### src/rtl/imem_cache_ctrl_pkg.sv
// ----------------------------------------------------------------------------
// imem_cache_pkg
// Shared definitions for the instruction-side cache controller:
//   - refill FSM state encoding
//   - address-field width derivation (offset / index / tag)
//   - line-alignment helper for the refill byte address
// No ports; imported by the controller, its storage array and the interface
// users.
// ----------------------------------------------------------------------------
package imem_cache_pkg;

  typedef enum logic [1:0] {
    ST_IDLE = 2'd0,
    ST_REQ  = 2'd1,
    ST_FILL = 2'd2
  } fsm_state_e;

  // Word-offset field width inside a line.
  function automatic int off_width(input int words_per_line);
    return $clog2(words_per_line);
  endfunction

  // Line-index field width.
  function automatic int idx_width(input int lines);
    return $clog2(lines);
  endfunction

  // Tag width: everything above index, offset and the 2 byte-select bits.
  function automatic int tag_width(input int addr_w, input int lines, input int words_per_line);
    return addr_w - 32'sd2 - $clog2(words_per_line) - $clog2(lines);
  endfunction

  // Clears the byte-select and word-offset bits so the result points at the
  // first byte of the line. Operates on a 64-bit container; callers slice.
  function automatic logic [63:0] line_align(input logic [63:0] byte_addr, input int off_w);
    logic [63:0] mask;
    mask = (64'd1 << (off_w + 32'sd2)) - 64'd1;
    return byte_addr & ~mask;
  endfunction

endpackage

### src/rtl/imem_cache_ctrl_if.sv
// ----------------------------------------------------------------------------
// imem_cache_ctrl_if
// Bundles the fetch-side and refill-side signals of the instruction cache
// controller.
//   Fetch side : ren, address, flush (core -> cache); dataout, memReady back
//   Refill side: mem_req, mem_addr (cache -> memory); mem_ack, mem_rvalid,
//                mem_rdata back
// Modports:
//   slave  - the cache controller's view
//   master - the environment's view (core plus backing memory)
// ----------------------------------------------------------------------------
interface imem_cache_ctrl_if #(
  parameter int ADDR_W = 32,
  parameter int DATA_W = 32
);

  logic              ren;
  logic [ADDR_W-1:0] address;
  logic              flush;
  logic [DATA_W-1:0] dataout;
  logic              memReady;
  logic              mem_req;
  logic [ADDR_W-1:0] mem_addr;
  logic              mem_ack;
  logic              mem_rvalid;
  logic [DATA_W-1:0] mem_rdata;

  modport slave (
    input  ren, address, flush, mem_ack, mem_rvalid, mem_rdata,
    output dataout, memReady, mem_req, mem_addr
  );

  modport master (
    output ren, address, flush, mem_ack, mem_rvalid, mem_rdata,
    input  dataout, memReady, mem_req, mem_addr
  );

endinterface

### src/rtl/imem_cache_ctrl_array.sv
// ----------------------------------------------------------------------------
// icache_array
// Direct-mapped storage: per-line valid bit, tag and WORDS_PER_LINE data
// words. Only the valid bits are reset; tag and data contents are
// meaningless until the line's valid bit is set.
// Ports:
//   clk, reset            clock, asynchronous active-high reset
//   flush                 clear every valid bit at the next edge
//   rd_idx, rd_off        combinational read address
//   rd_valid/rd_tag/rd_data  combinational read data
//   wr_en, wr_idx, wr_off, wr_data  single-port data write
//   wr_tag_en, wr_tag     tag write for line wr_idx
//   set_valid             mark line wr_idx valid (flush takes precedence)
// ----------------------------------------------------------------------------
module icache_array
  import imem_cache_pkg::*;
#(
  parameter int LINES          = 16,
  parameter int WORDS_PER_LINE = 4,
  parameter int DATA_W         = 32,
  parameter int TAG_W          = 24,
  localparam int IDX_W         = idx_width(LINES),
  localparam int OFF_W         = off_width(WORDS_PER_LINE)
) (
  input  logic              clk,
  input  logic              reset,
  input  logic              flush,
  input  logic [IDX_W-1:0]  rd_idx,
  input  logic [OFF_W-1:0]  rd_off,
  output logic              rd_valid,
  output logic [TAG_W-1:0]  rd_tag,
  output logic [DATA_W-1:0] rd_data,
  input  logic              wr_en,
  input  logic [IDX_W-1:0]  wr_idx,
  input  logic [OFF_W-1:0]  wr_off,
  input  logic [DATA_W-1:0] wr_data,
  input  logic              wr_tag_en,
  input  logic [TAG_W-1:0]  wr_tag,
  input  logic              set_valid
);

  logic [LINES-1:0]  valid_r;
  logic [TAG_W-1:0]  tag_r  [LINES];
  logic [DATA_W-1:0] data_r [LINES*WORDS_PER_LINE];

  // Valid bits: async reset, flush-all wins over a same-cycle line fill.
  always_ff @(posedge clk or posedge reset) begin
    if (reset) begin
      valid_r <= {LINES{1'b0}};
    end else if (flush) begin
      valid_r <= {LINES{1'b0}};
    end else if (set_valid) begin
      valid_r[wr_idx] <= 1'b1;
    end
  end

  // Tag store, written once per refill on the last beat.
  always_ff @(posedge clk) begin
    if (wr_tag_en) begin
      tag_r[wr_idx] <= wr_tag;
    end
  end

  // Data store, one word per refill beat, addressed as {line, word}.
  always_ff @(posedge clk) begin
    if (wr_en) begin
      data_r[{wr_idx, wr_off}] <= wr_data;
    end
  end

  assign rd_valid = valid_r[rd_idx];
  assign rd_tag   = tag_r[rd_idx];
  assign rd_data  = data_r[{rd_idx, rd_off}];

endmodule

### src/rtl/imem_cache_ctrl.sv
// ----------------------------------------------------------------------------
// imem_cache_ctrl
// Direct-mapped, read-only instruction cache between the fetch stage and the
// backing instruction memory. Hits return combinationally with no stall; a
// miss drops memReady and refills the whole line over a req/ack handshake
// followed by WORDS_PER_LINE mem_rvalid beats (gaps allowed).
// Ports:
//   clk, reset        clock, asynchronous active-high reset
//   bus (slave)       ren/address/flush in, dataout/memReady out,
//                     mem_req/mem_addr out, mem_ack/mem_rvalid/mem_rdata in
//   hit_count         saturating count of hit fetches
//   miss_count        saturating count of misses (one per miss, not per stall)
// ----------------------------------------------------------------------------
module imem_cache_ctrl
  import imem_cache_pkg::*;
#(
  parameter int ADDR_W         = 32,
  parameter int DATA_W         = 32,
  parameter int LINES          = 16,
  parameter int WORDS_PER_LINE = 4,
  parameter int CNT_W          = 32
) (
  input  logic             clk,
  input  logic             reset,
  imem_cache_ctrl_if.slave bus,
  output logic [CNT_W-1:0] hit_count,
  output logic [CNT_W-1:0] miss_count
);

  localparam int OFF_W    = off_width(WORDS_PER_LINE);
  localparam int IDX_W    = idx_width(LINES);
  localparam int TAG_W    = tag_width(ADDR_W, LINES, WORDS_PER_LINE);
  localparam int LINE_LSB = OFF_W + 2;

  localparam logic [OFF_W-1:0] LAST_BEAT = OFF_W'(WORDS_PER_LINE - 1);
  localparam logic [CNT_W-1:0] CNT_MAX   = {CNT_W{1'b1}};
  localparam logic [CNT_W-1:0] CNT_ONE   = {{(CNT_W-1){1'b0}}, 1'b1};
  localparam logic [OFF_W-1:0] BEAT_ONE  = {{(OFF_W-1){1'b0}}, 1'b1};

  fsm_state_e        state_r;
  logic              mem_req_r;
  logic [ADDR_W-1:0] mem_addr_r;
  logic [OFF_W-1:0]  beat_r;
  logic              poison_r;
  logic [CNT_W-1:0]  hit_count_r;
  logic [CNT_W-1:0]  miss_count_r;
  logic [DATA_W-1:0] dataout_r;

  logic [OFF_W-1:0]  req_off_s;
  logic [IDX_W-1:0]  req_idx_s;
  logic [TAG_W-1:0]  req_tag_s;
  logic [IDX_W-1:0]  fill_idx_s;
  logic [TAG_W-1:0]  fill_tag_s;
  logic [63:0]       line_wide_s;
  logic [ADDR_W-1:0] line_addr_s;

  logic              rd_valid_s;
  logic [TAG_W-1:0]  rd_tag_s;
  logic [DATA_W-1:0] rd_data_s;

  logic              hit_s;
  logic              lookup_s;
  logic              hit_fire_s;
  logic              miss_fire_s;
  logic              wr_en_s;
  logic              wr_last_s;
  logic              set_valid_s;
  logic [DATA_W-1:0] dataout_s;
  logic              memready_s;
  logic              unused_s;

  // Lookup fields come from the live fetch address; the refill fields come
  // only from the latched line address, so the core's address is not needed
  // once the miss has been taken.
  assign req_off_s   = bus.address[OFF_W+1:2];
  assign req_idx_s   = bus.address[LINE_LSB +: IDX_W];
  assign req_tag_s   = bus.address[ADDR_W-1 -: TAG_W];
  assign fill_idx_s  = mem_addr_r[LINE_LSB +: IDX_W];
  assign fill_tag_s  = mem_addr_r[ADDR_W-1 -: TAG_W];
  assign line_wide_s = line_align(64'(bus.address), OFF_W);
  assign line_addr_s = line_wide_s[ADDR_W-1:0];
  assign unused_s    = ^{bus.address[1:0], line_wide_s[63:ADDR_W]};

  icache_array #(
    .LINES          (LINES),
    .WORDS_PER_LINE (WORDS_PER_LINE),
    .DATA_W         (DATA_W),
    .TAG_W          (TAG_W)
  ) u_array (
    .clk       (clk),
    .reset     (reset),
    .flush     (bus.flush),
    .rd_idx    (req_idx_s),
    .rd_off    (req_off_s),
    .rd_valid  (rd_valid_s),
    .rd_tag    (rd_tag_s),
    .rd_data   (rd_data_s),
    .wr_en     (wr_en_s),
    .wr_idx    (fill_idx_s),
    .wr_off    (beat_r),
    .wr_data   (bus.mem_rdata),
    .wr_tag_en (wr_last_s),
    .wr_tag    (fill_tag_s),
    .set_valid (set_valid_s)
  );

  // Tag compare against pre-flush valid bits of the addressed line.
  always_comb begin
    hit_s = 1'b0;
    if (bus.ren && rd_valid_s && (rd_tag_s == req_tag_s)) begin
      hit_s = 1'b1;
    end else begin
      hit_s = 1'b0;
    end
  end

  assign lookup_s    = (state_r == ST_IDLE);
  assign hit_fire_s  = lookup_s & hit_s;
  assign miss_fire_s = lookup_s & bus.ren & ~hit_s;

  // Refill writes: a beat only counts in FILL, so stray beats elsewhere are
  // dropped. A flush seen during the refill (or on its last beat) keeps the
  // line invalid.
  always_comb begin
    wr_en_s     = 1'b0;
    wr_last_s   = 1'b0;
    set_valid_s = 1'b0;
    if ((state_r == ST_FILL) && bus.mem_rvalid) begin
      wr_en_s     = 1'b1;
      wr_last_s   = (beat_r == LAST_BEAT);
      set_valid_s = (beat_r == LAST_BEAT) && !poison_r && !bus.flush;
    end else begin
      wr_en_s     = 1'b0;
      wr_last_s   = 1'b0;
      set_valid_s = 1'b0;
    end
  end

  // Fetch-side outputs: hit data is combinational, otherwise the last
  // delivered word is held. memReady is forced high while in reset.
  always_comb begin
    dataout_s  = dataout_r;
    memready_s = 1'b1;
    if (hit_fire_s) begin
      dataout_s = rd_data_s;
    end else begin
      dataout_s = dataout_r;
    end
    if (reset) begin
      memready_s = 1'b1;
    end else if (hit_fire_s || (lookup_s && !bus.ren)) begin
      memready_s = 1'b1;
    end else begin
      memready_s = 1'b0;
    end
  end

  // Refill FSM, handshake registers and performance counters.
  always_ff @(posedge clk or posedge reset) begin
    if (reset) begin
      state_r      <= ST_IDLE;
      mem_req_r    <= 1'b0;
      mem_addr_r   <= {ADDR_W{1'b0}};
      beat_r       <= {OFF_W{1'b0}};
      poison_r     <= 1'b0;
      hit_count_r  <= {CNT_W{1'b0}};
      miss_count_r <= {CNT_W{1'b0}};
      dataout_r    <= {DATA_W{1'b0}};
    end else begin
      case (state_r)
        ST_IDLE: begin
          if (miss_fire_s) begin
            state_r    <= ST_REQ;
            mem_req_r  <= 1'b1;
            mem_addr_r <= line_addr_s;
            beat_r     <= {OFF_W{1'b0}};
            // A flush in the miss cycle clears the array but must also
            // prevent the line now being fetched from becoming valid.
            poison_r   <= bus.flush;
            if (miss_count_r != CNT_MAX) begin
              miss_count_r <= miss_count_r + CNT_ONE;
            end
          end else if (hit_fire_s) begin
            dataout_r <= rd_data_s;
            if (hit_count_r != CNT_MAX) begin
              hit_count_r <= hit_count_r + CNT_ONE;
            end
          end
        end
        ST_REQ: begin
          if (bus.flush) begin
            poison_r <= 1'b1;
          end
          if (bus.mem_ack) begin
            mem_req_r <= 1'b0;
            state_r   <= ST_FILL;
          end
        end
        ST_FILL: begin
          if (bus.flush) begin
            poison_r <= 1'b1;
          end
          if (bus.mem_rvalid) begin
            if (beat_r == LAST_BEAT) begin
              beat_r  <= {OFF_W{1'b0}};
              state_r <= ST_IDLE;
            end else begin
              beat_r <= beat_r + BEAT_ONE;
            end
          end
        end
        default: begin
          state_r   <= ST_IDLE;
          mem_req_r <= 1'b0;
          beat_r    <= {OFF_W{1'b0}};
        end
      endcase
    end
  end

  assign bus.dataout  = dataout_s;
  assign bus.memReady = memready_s;
  assign bus.mem_req  = mem_req_r;
  assign bus.mem_addr = mem_addr_r;
  assign hit_count    = hit_count_r;
  assign miss_count   = miss_count_r;

endmodule

### src/flat_wrapper.sv
// flat-port wrapper written by rule: the top's interface ports become plain ports
module imem_cache_ctrl_flat import imem_cache_pkg::*;
#(
  parameter int ADDR_W         = 32,
  parameter int DATA_W         = 32,
  parameter int LINES          = 16,
  parameter int WORDS_PER_LINE = 4,
  parameter int CNT_W          = 32
)
  (clk, reset, hit_count, miss_count, bus_ren, bus_address, bus_flush, bus_mem_ack, bus_mem_rvalid, bus_mem_rdata, bus_dataout, bus_memReady, bus_mem_req, bus_mem_addr);
  imem_cache_ctrl_if #(.ADDR_W(ADDR_W), .DATA_W(DATA_W)) bus_i ();
  input  logic clk;
  input  logic reset;
  output logic [CNT_W-1:0] hit_count;
  output logic [CNT_W-1:0] miss_count;
  input wire logic [$bits(bus_i.ren)-1:0] bus_ren;
  input wire logic [$bits(bus_i.address)-1:0] bus_address;
  input wire logic [$bits(bus_i.flush)-1:0] bus_flush;
  input wire logic [$bits(bus_i.mem_ack)-1:0] bus_mem_ack;
  input wire logic [$bits(bus_i.mem_rvalid)-1:0] bus_mem_rvalid;
  input wire logic [$bits(bus_i.mem_rdata)-1:0] bus_mem_rdata;
  output wire logic [$bits(bus_i.dataout)-1:0] bus_dataout;
  output wire logic [$bits(bus_i.memReady)-1:0] bus_memReady;
  output wire logic [$bits(bus_i.mem_req)-1:0] bus_mem_req;
  output wire logic [$bits(bus_i.mem_addr)-1:0] bus_mem_addr;
  assign bus_i.ren = bus_ren;
  assign bus_i.address = bus_address;
  assign bus_i.flush = bus_flush;
  assign bus_i.mem_ack = bus_mem_ack;
  assign bus_i.mem_rvalid = bus_mem_rvalid;
  assign bus_i.mem_rdata = bus_mem_rdata;
  assign bus_dataout = bus_i.dataout;
  assign bus_memReady = bus_i.memReady;
  assign bus_mem_req = bus_i.mem_req;
  assign bus_mem_addr = bus_i.mem_addr;
  imem_cache_ctrl #(.ADDR_W(ADDR_W), .DATA_W(DATA_W), .LINES(LINES), .WORDS_PER_LINE(WORDS_PER_LINE), .CNT_W(CNT_W)) u_core (.clk(clk), .reset(reset), .bus(bus_i), .hit_count(hit_count), .miss_count(miss_count));
endmodule
### config.mk
export PLATFORM = sky130hd
export DESIGN_NAME = imem_cache_ctrl_flat
export DESIGN_NICKNAME = d
export VERILOG_FILES = /design/src/rtl/imem_cache_ctrl_pkg.sv /design/src/rtl/imem_cache_ctrl_if.sv /design/src/rtl/imem_cache_ctrl_array.sv /design/src/rtl/imem_cache_ctrl.sv /design/src/flat_wrapper.sv
export SDC_FILE = /design/constraint.sdc
export NUM_CORES = 2
export LEC_CHECK = 0
export ABC_AREA = 1
export ABC_CLOCK_PERIOD_IN_PS = 6350
export CAP_MARGIN = 20
export CELL_PAD_IN_SITES_DETAIL_PLACEMENT = 0
export CELL_PAD_IN_SITES_GLOBAL_PLACEMENT = 1
export CORE_MARGIN = 4
export CORE_UTILIZATION = 50
export DETAILED_ROUTE_END_ITERATION = 7
export PLACE_DENSITY = 0.75
export SETUP_SLACK_MARGIN = 0.5
export SYNTH_ARGS = -nofsm -noshare
export SYNTH_HDL_FRONTEND = slang
export SYNTH_SLANG_ARGS = --single-unit
### constraint.sdc
create_clock -name clk -period 6.35 [get_ports clk]
set_input_delay 0.635 -clock clk [delete_from_list [all_inputs] [get_ports clk]]
set_output_delay 0.635 -clock clk [all_outputs]
set_load 0.02 [all_outputs]
==> results.json <==
{
  "fin_crit_sh_pct": 86.03,
  "grt_pass1_vias": 66570,
  "num_vias": 70390,
  "clk_pin_slew_ps": 60,
  "syn_inst": 8648,
  "finalClockSkew_ps": 60.87,
  "rsz0062_at_grt": "false",
  "hp-start": "bus_mem_rdata[5]",
  "clock_path_buffers": 4,
  "finalSetupViolations": 0,
  "fp.dieH_um": 464.7,
  "min_to": "u_core.u_array.data_r[34][5]",
  "cts-buffers-inserted": 285,
  "htree_num_levels": 5,
  "area_growth_pct": 14.02,
  "synthFlopType": "edfxtp_1",
  "grt_usage_pct": 27.43,
  "grt_max_degree": 207,
  "powerDensity_nw_per_um2": 321.5,
  "core_um2": 207300,
  "synth_enable_flop_cells": 2432,
  "reg2reg_depth": 5,
  "crit_slowest_cell": "clkdlybuf4s50_1",
  "crit_required_ps": 5710,
  "criticalPathCategory": "in2out",
  "portBuffers": 193,
  "globalRouteOverflowTotal": 0,
  "cp-end-kind": "output port",
  "cts_tree": "yes",
  "grt_antenna_before_repair": 13,
  "crit_path_max_incr_delay_ps": 560,
  "synth_most_common_cell": "edfxtp_1",
  "synthDistinctLibCells": 43,
  "first_pass_iters": 6,
  "cap_violations": 0,
  "placed_cell_area_um2": 109800,
  "syn_area_um2": 104300,
  "clock.fmax_mhz": 183.1,
  "drv_slew": 0,
  "async_flop_share_pct": 5.663,
  "fin_ws_ps": 887.2,
  "cp_cell_sequence": "buf_8 -> inv_16 -> buf_4 -> nand2_1 -> nand2_1 -> nand2_1 -> nand3_1 -> nand3_1 -> nand2_1 -> nand2_1 -> nand2_1 -> nand2_1 -> nor2_1 -> nand3_2 -> nor2_4 -> nand2_2 -> or2_2 -> o21ai_1 -> inv_1 -> clkdlybuf4s50_1",
  "first_iter_violations": 8484,
  "clkLatencyLatePin_ps": 950,
  "leakage_nw": 40.95,
  "drive_gt1_share_pct": 8.555,
  "worstPathArrival_ps": 4830,
  "ioPinCount": 200,
  "yosys_warnings": 0,
  "stdcell_area_um2": 118900,
  "hold_path_depth": 1,
  "final_hold_viol_count": 0,
  "finalSetupTns_ps": 0,
  "antenna_left": 0,
  "post_drt_wl_per_cell_um": 25.75,
  "row_count": 167,
  "fin_nets": 8880,
  "timing.rr.start": "u_core.bus.mem_addr[5]",
  "numClockSinks": 2578,
  "start_util_pct": 50.31,
  "ys_seq_elements": 2578,
  "cp-start-kind": "input pin",
  "hpwl_um": 162700,
  "synth_top_cell_by_area": "edfxtp_1",
  "cp_max_fo": 151,
  "hold_buffers": 0,
  "cts_resized": 0,
  "relSlewSlack_pct": 25.43,
  "gp_congestion": 0.8481,
  "period_needed_ps": 5463,
  "place_ws_ps": 887.7,
  "fp.dieW_um": 464.7,
  "worst_pin_slew_ps": 1119,
  "wl_um": 303600,
  "ys_top_cells_by_area": "edfxtp_1 (70%), o21ai_0 (6.4%), nor2_1 (5.3%), nand2_1 (3.8%), o22ai_1 (3.8%)",
  "grt_pass1_wl_um": 441600,
  "hold_class": "in2reg",
  "reg2reg_slack_ps": 2650,
  "clock-root-buffer": "clkbuf_16",
  "synth_top_area_share_pct": 70.03,
  "yosys-top-cells-count": "edfxtp_1 (2432), nor2_1 (1473), o21ai_0 (1339)",
  "vdd_drop_max_v": 0.0003167,
  "drc": 0,
  "r2r-end": "u_core.u_array.data_r[9][21]",
  "crit_top_cell": "nand2_1",
  "postCtsSetupRepairBufs": 0,
  "ys_seq_area_share_pct": 73.54,
  "drt-vias-per-instance": 5.968,
  "nFillCells": 16820,
  "die_area_um2": 215900,
  "status": "finished clean",
  "syn-mean-instance-area_um2": 12.06
}
-- worst max path at each step --
stage / to / cells past startpoint / startpoint
detailed placement: bus_dataout[2] / 20 / bus_address[4]
global placement: bus_dataout[2] / 20 / bus_address[4]
global route: bus_dataout[10] / 20 / bus_address[4]
floorplan: bus_memReady / 2 / reset
CTS: bus_dataout[2] / 20 / bus_address[4]
finish: bus_dataout[2] / 20 / bus_address[4]
-- critical path: cells and delay by family --
kind,cells,cell delay [ps]
buffers and inverters,5,1680
and+or+nand+nor,14,2260
AOI/OAI and AO/OA,1,130
-- cell type report --
cell class,instances,area (um^2),share of cell area [%]
clock buffer,366,7645,6.430
multi-input combinational,5178,24540,20.64
tap,2788,3488,2.934
inverter,327,1280,1.077
timing repair buffer,433,4265,3.587
sequential,2578,76680,64.50
antenna,4,10.01,0.008419
clock inverter,119,984.7,0.8282
-- state kept, by name (all words and copies together) (netlist names) --
name                    cells
u_core.beat_r               2
u_core.bus.mem_addr        28
u_core.bus.mem_req          1
u_core.dataout_r           32
u_core.hit_count           32
u_core.miss_count          32
u_core.poison_r             1
u_core.state_r              2
u_core.u_array.data_r    2048
u_core.u_array.tag_r      384
u_core.u_array.valid_r     16
-- per-stage QoR --
stage               hold slack (ps)  std cells  total power [mW]  utilization [%]
floorplan                     442.6       8651             21.40                -
global placement              468.0      11280             22.89            52.98
detailed placement            468.0      11280             22.98            52.99
CTS                           186.3      11770             38.38            57.15
global route                  52.93      11790             39.45            57.36
finish                        81.20      11790             38.23            57.36
-- logic make-up (layout without fill, tap and decap cells) --
family / count (synthesis) / count (layout) / share of synthesized area (%)
fa+ha+maj: 7 / 7 / 0.08398
compound gates: 2080 / 2080 / 10.78
other cells: 1 / 8 / 0.003596
simple gates: 3048 / 3048 / 11.78
xor+xnor: 39 / 39 / 0.3276
flops: 2578 / 2578 / 73.54
buf+inv: 895 / 1245 / 3.495
-- cells in the final DEF (no fill, tap or decap), types with 4 or more instances in the layout --
master / Yosys / layout
conb_1: 1 / 4
nand4_1: 30 / 30
o21ai_0: 1339 / 1339
o21ai_1: 42 / 42
clkdlybuf4s50_1: 0 / 155
nor2_4: 1 / 58
clkbuf_1: 409 / 68
buf_4: 15 / 187
edfxtp_1: 2432 / 2432
clkbuf_8: 0 / 6
bufinv_16: 0 / 17
diode_2: 0 / 4
buf_12: 0 / 46
or2_1: 5 / 5
o211ai_1: 14 / 14
ha_1: 7 / 7
nand3_1: 358 / 358
buf_8: 1 / 9
inv_1: 316 / 313
nor2_1: 1473 / 1416
nand3b_1: 13 / 13
clkbuf_16: 0 / 292
nor4_1: 24 / 15
xnor2_1: 12 / 12
nand2_1: 1050 / 1050
buf_2: 94 / 32
o22ai_1: 628 / 628
clkinv_2: 0 / 42
nor4_2: 0 / 9
xor2_1: 27 / 27
nor3_1: 51 / 35
clkinv_1: 6 / 59
inv_8: 0 / 4
or2_2: 28 / 28
dfrtp_1: 146 / 146
a21oi_1: 54 / 54
nor3_2: 0 / 16
-- power breakdown --
part,leakage (nW),total (mW),internal (mW),switching (mW)
sequential,23.8,19.6,19.1,0.455
clock,4.23,15.5,9.14,6.40
combinational,12.9,3.09,0.842,2.25
total,40.9,38.2,29.1,9.11
-- routing by layer --
| layer | share of wire [%] | wire (um) | track usage, % | vias to the layer above |
|---|---|---|---|---|
| met1 | 41 | 123600 | 38.40 | 35050 |
| met2 | 47 | 142700 | 43.88 | 3344 |
| met3 | 9.3 | 28260 | 5.092 | 551 |
| li1 | - | - | - | 31430 |
| met5 | 0.015 | 45 | 0 | - |
| met4 | 3.0 | 9021 | 8.567 | 8 |
No activity file was read; power rests on OpenSTA's default activity.
